<file path="config.mk">
export PLATFORM = sky130hd
export DESIGN_NAME = lzc_seq_ctrl
export DESIGN_NICKNAME = d
export VERILOG_FILES = /design/src/rtl/lzc_pkg.sv /design/src/rtl/lzc_chunk.sv /design/src/rtl/lzc_seq_ctrl.sv
export SDC_FILE = /design/constraint.sdc
export NUM_CORES = 1
export LEC_CHECK = 0
export ABC_AREA = 1
export CORE_MARGIN = 1.5
export CORE_UTILIZATION = 46
export CTS_BUF_LIST = sky130_fd_sc_hd__clkbuf_16
export DETAILED_ROUTE_END_ITERATION = 8
export MAX_ROUTING_LAYER = met4
export PLACE_DENSITY = 0.88
export SLEW_MARGIN = 20
export SYNTH_ARGS = -nofsm -noshare
export SYNTH_HDL_FRONTEND = slang
export SYNTH_HIERARCHICAL = 1
export SYNTH_SLANG_ARGS = --single-unit
export TNS_END_PERCENT = 1
</file>
<file path="constraint.sdc">
create_clock -name clk -period 2.59 [get_ports clk]
set_clock_uncertainty 0.05 [all_clocks]
set_input_delay 0.518 -clock clk [delete_from_list [all_inputs] [get_ports clk]]
set_output_delay 0.518 -clock clk [all_outputs]
set_load 0.005 [all_outputs]
</file>
<file path="src/rtl/lzc_pkg.sv">
// lzc_pkg: FSM states and result-width helper shared across the LZC family
package lzc_pkg;
  typedef enum logic [1:0] {IDLE, SCAN, DONE} lzc_state_t;
  function automatic int lzc_cnt_w(input int width);
    return $clog2(width) + 1;
  endfunction
endpackage

</file>
<file path="src/rtl/lzc_chunk.sv">
// lzc_chunk: combinational leading-zero count of one CHUNK-bit slice (z=CHUNK when all zero)
module lzc_chunk #(
  parameter int CHUNK = 16,
  localparam int ZW = $clog2(CHUNK) + 1
) (
  input  logic [CHUNK-1:0] d,
  output logic [ZW-1:0]    z,
  output logic             nz
);
  always_comb begin
    z = ZW'(CHUNK);
    for (int i = 0; i < CHUNK; i++)
      if (d[i]) z = ZW'(CHUNK - 1 - i);
  end
  assign nz = |d;
endmodule

</file>
<file path="src/rtl/lzc_seq_ctrl.sv">
// lzc_seq_ctrl: MSB-first sliced leading-zero-count sequencer with valid/ready handshakes.
// Define LZC_EARLY_EXIT_EN to stop scanning at the first nonzero slice.
module lzc_seq_ctrl
  import lzc_pkg::*;
#(
  parameter int WIDTH = 64,
  parameter int CHUNK = 16,
  localparam int NSLICE = WIDTH / CHUNK,
  localparam int CNT_W = lzc_cnt_w(WIDTH),
  localparam int IDX_W = $clog2(NSLICE),
  localparam int ZW = $clog2(CHUNK) + 1
) (
  input  logic             clk,
  input  logic             rst_n,
  input  logic             in_valid,
  output logic             in_ready,
  input  logic [WIDTH-1:0] in_data,
  output logic             out_valid,
  input  logic             out_ready,
  output logic [CNT_W-1:0] out_count,
  output logic             out_zero,
  output logic             busy
);
  if (WIDTH % CHUNK != 0) begin : g_bad_div
    $error("WIDTH must be a multiple of CHUNK");
  end
  if (CHUNK < 2 || (CHUNK & (CHUNK - 1)) != 0) begin : g_bad_chunk
    $error("CHUNK must be a power of 2, >= 2");
  end
  if (NSLICE < 2) begin : g_bad_nslice
    $error("WIDTH/CHUNK must be >= 2");
  end
  lzc_state_t       state_q, state_d;
  logic [WIDTH-1:0] sh_q, sh_d;
  logic [CNT_W-1:0] acc_q, acc_d, out_count_q, out_count_d;
  logic [IDX_W-1:0] idx_q, idx_d;
  logic             found_q, found_d, out_valid_q, out_valid_d, out_zero_q, out_zero_d;
  logic [ZW-1:0]    z;
  logic             nz, last;
  lzc_chunk #(.CHUNK(CHUNK)) u_core (.d(sh_q[WIDTH-1 -: CHUNK]), .z(z), .nz(nz));
`ifdef LZC_EARLY_EXIT_EN
  assign last = nz || idx_q == IDX_W'(NSLICE - 1);
`else
  assign last = idx_q == IDX_W'(NSLICE - 1);
`endif
  assign in_ready  = rst_n & (state_q == IDLE);
  assign busy      = state_q != IDLE;
  assign out_valid = out_valid_q;
  assign out_count = out_count_q;
  assign out_zero  = out_zero_q;
  always_comb begin
    state_d     = state_q;
    sh_d        = sh_q;
    acc_d       = acc_q;
    idx_d       = idx_q;
    found_d     = found_q;
    out_valid_d = out_valid_q;
    out_count_d = out_count_q;
    out_zero_d  = out_zero_q;
    case (state_q)
      IDLE: if (in_valid && in_ready) begin
        state_d = SCAN;
        sh_d    = in_data;
        acc_d   = '0;
        idx_d   = '0;
        found_d = 1'b0;
      end
      SCAN: begin
        // once a set bit is seen the count is final; later slices only advance the scan
        acc_d   = found_q ? acc_q : acc_q + CNT_W'(z);
        found_d = found_q | nz;
        sh_d    = sh_q << CHUNK;
        idx_d   = last ? idx_q : idx_q + IDX_W'(1);
        if (last) begin
          state_d     = DONE;
          out_valid_d = 1'b1;
          out_count_d = acc_d;
          out_zero_d  = acc_d == CNT_W'(WIDTH);
        end
      end
      DONE: if (out_ready) begin
        state_d     = IDLE;
        out_valid_d = 1'b0;
      end
      default: state_d = IDLE;
    endcase
  end
  always_ff @(posedge clk) begin
    if (!rst_n) begin
      state_q     <= IDLE;
      sh_q        <= '0;
      acc_q       <= '0;
      idx_q       <= '0;
      found_q     <= 1'b0;
      out_valid_q <= 1'b0;
      out_count_q <= '0;
      out_zero_q  <= 1'b0;
    end else begin
      state_q     <= state_d;
      sh_q        <= sh_d;
      acc_q       <= acc_d;
      idx_q       <= idx_d;
      found_q     <= found_d;
      out_valid_q <= out_valid_d;
      out_count_q <= out_count_d;
      out_zero_q  <= out_zero_d;
    end
  end
endmodule

</file>
; After elaboration in Yosys (flattened, before gate mapping)
; Index checks and enable logic that the tools add are counted.
[totals]
ff_bits = 85
inputBits = 68
output_inout_bits = 11
elab_cells = 64
[classes]
n_addsub = 2
eq_ne = 8
n_mux = 33
bitwise = 2
reduce_logical = 11
[ops]
columns = op, n
row1 = 64-bit one-hot mux with 2 select lines, 1
row2 = 5-bit two-way mux, 16
row3 = 64-bit two-way mux, 1
row4 = 16-bit OR reduction, 1
row5 = 7-bit two-way mux, 2
row6 = 7-bit one-hot mux with 2 select lines, 1
row7 = 2-bit two-way mux, 5
row8 = 3-bit AND reduction, 3
row9 = 7-bit by 5-bit adder with 7-bit output, 1
row10 = "7-bit equality test, second input constant", 1
row11 = "2-bit inequality test, second input constant", 3
row12 = 2-bit one-hot mux with 3 select lines, 1
row13 = 2-bit nonzero test, 3
row14 = "2-bit equality test, second input constant", 2
row15 = 1-bit one-hot mux with 2 select lines, 2
row16 = 2-bit one-hot mux with 2 select lines, 1
row17 = 2-bit AND reduction, 2
row18 = 1-bit two-way mux, 3
row19 = "2-bit by 1-bit adder with 2-bit output, second input constant", 1
row20 = "2-bit by 1-bit equality test with 1-bit output, second input constant", 1
row21 = 2-bit logical NOT, 1
row22 = "2-bit by 1-bit inequality test with 1-bit output, second input constant", 1
row23 = 1-bit AND, 1
row24 = 1-bit logical AND, 1
row25 = 1-bit bitwise OR, 1

; Logic depth before layout (Yosys ltp)
[depth]
depth_word = 19
ltp_mapped = 28
mapped_depth_nobuf = 28

; By module
; Netlist, hierarchy kept.
[modules_own_cells]
columns = mod, n_inst, cells_per_inst, area_per_inst_um2
row1 = lzc_seq_ctrl, 1, 446, 3540.9
row2 = lzc_chunk, 1, 51, 215.2

; Worst setup path after synthesis
; No wires, ideal clock.
[synth_path]
kind = reg2reg
startpoint = reg sh_q[50]
endpoint = reg out_zero_q (netlist: out_zero)
setup_time_ns = 0.070
arrival_ns = 2.343
setup_slack_ns = 0.127
path_stages_with_launch = 27
synth_period_minus_slack_ns = 2.463
path_cell_list = dfxtp_1 inv_1 nand2_1 nand2_1 nand2_1 nand2_1 nand2_1 nand2_1 nand2_1 nand2_1 nand2_1 nand2_1 nand2_1 nand2_1 a21oi_2 ha_1 inv_1 fa_1 inv_1 nand2_1 nand2_1 nand3_1 nand2_1 nand3_1 a21oi_1 nand3_1 a21oi_1
[synth_between]
elab_chain_len = 17
[synth_lines]
columns = element, line_no
row1 = start: declaration, lzc_seq_ctrl.sv:34  ; logic [WIDTH-1:0] sh_q, sh_d;
row2 = start signal: assignment, lzc_seq_ctrl.sv:91  ; sh_q <= '0;
row3 = start signal: assignment, lzc_seq_ctrl.sv:100  ; sh_q <= sh_d;
row4 = 5-bit two-way mux (14 in series), lzc_chunk.sv:13  ; if (d[i]) z = ZW'(CHUNK - 1 - i);
row5 = named net z[0], lzc_seq_ctrl.sv:38  ; logic [ZW-1:0] z;
row6 = 7-bit by 5-bit adder with 7-bit output, lzc_seq_ctrl.sv:70  ; acc_d = found_q ? acc_q : acc_q + CNT_W'(z);
row7 = 7-bit two-way mux, lzc_seq_ctrl.sv:70
row8 = 7-bit equality test, lzc_seq_ctrl.sv:78  ; out_zero_d = acc_d == CNT_W'(WIDTH);
row9 = end signal: assignment, lzc_seq_ctrl.sv:106  ; out_zero_q <= out_zero_d;
row10 = end: declaration, lzc_seq_ctrl.sv:37  ; logic found_q, found_d, out_valid_q, out_valid_d, out_zero_q, out_zero_d;
; The timed path passes the listed nets, and every way through them passes these cells.
; A chain may end at the register's enable or synchronous reset.

; Final worst setup path
[layout_path]
startpoint = reg sh_q[49]
endpoint = reg out_zero_q (netlist: out_zero)
[layout_between]
elab_chain_len = 18
[layout_lines]
columns = element, line_no
row1 = 5-bit two-way mux (15 in series), lzc_chunk.sv:13
row2 = named net z[0], lzc_seq_ctrl.sv:38
row3 = 7-bit by 5-bit adder with 7-bit output, lzc_seq_ctrl.sv:70
row4 = 7-bit two-way mux, lzc_seq_ctrl.sv:70
row5 = 7-bit equality test, lzc_seq_ctrl.sv:78
; The timed path passes the listed nets, and every way through them passes these cells.

==> results.toml <==
[sta]
final_hold_fails = 0
max-slew-margin-rel = 0.6244
whs_ns = 0.4144
report.final.slew_viol_count = 0
worstMarginPinSlew_ns = 0.5628
finalWorstPathRequiredPeriod_ns = 2.749
final_critical_path_setup_slack_ns = -0.1594
unrepaired_setup_endpoints_after_global_routing = "true"
setup_viol_count_final = 5
max_freq_mhz = 363.7
part_of_the_cycle_the_worst_path_needs = 1.062

[routing]
post-route-drc-count = 0
detail_route.iter0.violations = 295
routed_wire_length_per_instance_microns = 15.15
detail_route.vias_per_cell = 5.532
ant_nets = 0
total_length_of_routed_wires_mm = 10.23
dr.pass1.iters = 6
detailroute.via_count = 3734

[clocking]
maximum_level_of_the_cts_h_tree = 3
ctsLongestPathBuffers = 2
cts_tree = "done"
clk_transition_reported_paths_ns = 0.06
clock-root-buffer = "sky130_fd_sc_hd__clkbuf_16"
clk_latency_ns = 0.34
cts_made_buffers = 9
number_of_sinks_handled_by_clock_tree_synthesis = 85
number_of_buffers_inserted_by_hold_repair_at_cts = 0

[placed_design]
hpwlAfterDp_mm = 6.845
place_congestion = 0.8484
placement.setup.worst_slack_ns = -0.1437
placement.io_buffers = 78
numPlacedInstances = 655

[logic_synthesis]
synth.most_common_cell = "sky130_fd_sc_hd__nor2_1"
synth_seq_area_share = 0.4530
synth_edf_count = 0
post_synth.cell_area_avg_sq_um = 7.558
post_synth_num_cell_types = 32
synth-async-reset-ratio = 0
synth_cells = 497
post_synth_net_total = 572
post-synth-top-area-fraction = 0.4530
count_of_state_elements_after_synthesis = 85
yosys.area.top_type = "sky130_fd_sc_hd__dfxtp_1"
synthesized_area_sq_um = 3756
synthFlopType = "sky130_fd_sc_hd__dfxtp_1"
yosys_warnings = 6
post_synth_most_frequent_cells = "109 x sky130_fd_sc_hd__nor2_1, 100 x sky130_fd_sc_hd__nand2_1, 85 x sky130_fd_sc_hd__dfxtp_1"
synthTopCellsByArea = "sky130_fd_sc_hd__dfxtp_1 45%, sky130_fd_sc_hd__o221ai_1 11%, sky130_fd_sc_hd__nor2_1 11%"

[power_and_ir_drop]
clkPwrFrac = 0.411
netSwitchingPower_mw = 0.9635
cellInternalPower_mw = 2.643
p_comb_frac = 0.181
power.density_cell_area_nw_per_um2 = 724.4
static-leakage-power_nw = 2.011
power.switching_fraction = 0.2672
seqPwrFrac = 0.409
post-layout-total-power_mw = 3.606
vdd_ir_drop_max_v = 0.0004617

[global_route]
antenna_found_initial = 0
globalRoute.totalOverflow = 0
grt_max_degree = 52
overall_global_routing_resource_usage = 0.2504
grt_pass1_vias = 3526
wire_length_of_the_first_global_routing_pass_mm = 16.64

[setup_path]
crit_path_max_fanout = 3
path_type_of_the_worst_setup_path = "reg -> reg"
cpMaxStageDelayCell = "sky130_fd_sc_hd__fa_2"
crit_path_largest_cell_delay_ns = 0.51
critPathArrivalTime_ns = 2.97
cp-startpoint = "sh_q[49]"
crit_path_frequent_cell = "sky130_fd_sc_hd__nand2_1"
cp_top_family = "simple AND/OR/NAND/NOR gates"
worst_r2r_startpoint = "sh_q[49]"
worst_r2r_endpoint = "out_zero"
critical_path_depth = 25
cp.buffers_inverters = 2
critPathCaptureType = "flop"
critical_path.startpoint_type = "flop"
worst-r2r-setup-slack_ns = -0.16
worstRegToRegCells = 25
endpoint_required_time_on_the_critical_path_ns = 2.81

[min_path]
hold-path-cell-count = 2
holdCritPathClass = "reg -> reg"
worstHoldEndpoint = "out_valid"
hold_start = "out_valid"

[floorplanning]
boundaryPins = 79
floorplan_die_area_sq_um = 8716
starting_density_of_the_core = 0.4811
die_x_microns = 93.36
core-area_sq_um = 7807
die_h_microns = 93.36
rows = 32

[final_layout]
drive_above_1_share = 0.1030
final_core_occ = 0.6377
instances_no_fill = 675
area_growth_syn_to_layout_pct = 32.54
ant_diodes = 0
design.final.nets = 643

[flow_run]
cap_violations = 0

[run_status]
violations = "negative setup slack"
outcome = "finished, violations left"
-- layout by cell type, fill, tap and decap left out, types with 2 or more instances in the layout --
cell,count
sky130_fd_sc_hd__dfxtp_1,82
sky130_fd_sc_hd__clkbuf_16,9
sky130_fd_sc_hd__o21ai_0,5
sky130_fd_sc_hd__inv_1,35
sky130_fd_sc_hd__a21oi_1,33
sky130_fd_sc_hd__nand2_1,94
sky130_fd_sc_hd__inv_2,10
sky130_fd_sc_hd__a21oi_2,3
sky130_fd_sc_hd__buf_4,9
sky130_fd_sc_hd__nor2_1,109
sky130_fd_sc_hd__ha_1,5
sky130_fd_sc_hd__clkdlybuf4s50_1,78
sky130_fd_sc_hd__clkinvlp_4,2
sky130_fd_sc_hd__nand3_1,15
sky130_fd_sc_hd__o221ai_1,47
sky130_fd_sc_hd__nand3_2,3
sky130_fd_sc_hd__nand2_2,8
sky130_fd_sc_hd__dfxtp_2,3
sky130_fd_sc_hd__o21bai_1,2
sky130_fd_sc_hd__bufinv_16,3
-- final cells by class --
| type | instances | area, sq um |
|---|---|---|
| inverters | 45 | 168.9 |
| clock buffers | 9 | 225.2 |
| multi-input cells | 339 | 1760 |
| well taps | 102 | 127.6 |
| flip-flops and latches | 85 | 1705 |
| fillers | 606 | 2829 |
| repair buffers | 88 | 868.3 |
| clock inverters | 7 | 122.6 |
-- per-stage QoR --
step | setup TNS, ns | cell area [sq um]
floorplan | 0 | 3756
global placement | 0 | 4549
detailed placement | -0.2079 | 4549
CTS | -0.1769 | 4960
global route | -1.788 | 4979
finish | -0.4310 | 4979
-- how the worst max path moves through the flow --
| stage | end | slack, ns |
|---|---|---|
| global route | out_zero | -0.39 |
| global placement | out_zero | 0.003 |
| CTS | out_zero | -0.13 |
| finish | out_zero | -0.16 |
| detailed placement | out_zero | -0.14 |
| floorplan | out_zero | 0.13 |
-- registers in the layout (all words and copies together) (netlist names) --
name / flops
sh_q: 64
acc_q: 7
out_count: 7
idx_q: 2
state_q: 2
found_q: 1
out_valid: 1
out_zero: 1
-- timing repair --
action                     in CTS  in global routing
setup buffers                   3                  1
pin swaps                      11                  8
gates resized for setup        17                  4
hold endpoints to repair        0                  0
setup endpoints to repair       4                 11
-- logic make-up after synthesis --
kind of cell             share of synthesized area
flip-flops                                  0.4530
buffers and inverters                      0.09094
AND/OR/NAND/NOR                             0.2458
adder cells (fa/ha/maj)                    0.02532
AO/OA/AOI/OAI                               0.1849
-- worst min-delay path, delay by kind of cell, from the launching register on --
family	cells	cell delay (ns)
flip-flops	1	0.31
AND/OR/NAND/NOR	1	0.06
AO/OA/AOI/OAI	1	0.05
-- power groups by stage --
stage | sequential [mW] | combinational [mW] | clock (mW)
after floorplan | 1.48 | 0.413 | 0
after global placement | 1.49 | 0.571 | 0
after detailed placement | 1.50 | 0.597 | 0
after CTS | 1.47 | 0.627 | 1.49
after global routing | 1.48 | 0.720 | 1.54
final | 1.47 | 0.652 | 1.48
-- routing by layer --
layer  global-route usage  up-vias  wire length (microns)
li1                     -     1797                      -
met1               0.3028     1735                   4344
met2               0.4167      165                   4990
met3              0.03415       37                    619
met4               0.1086        0                    272
met5                    -        -                      0
Note: power is estimated with default switching activity, not from simulation.
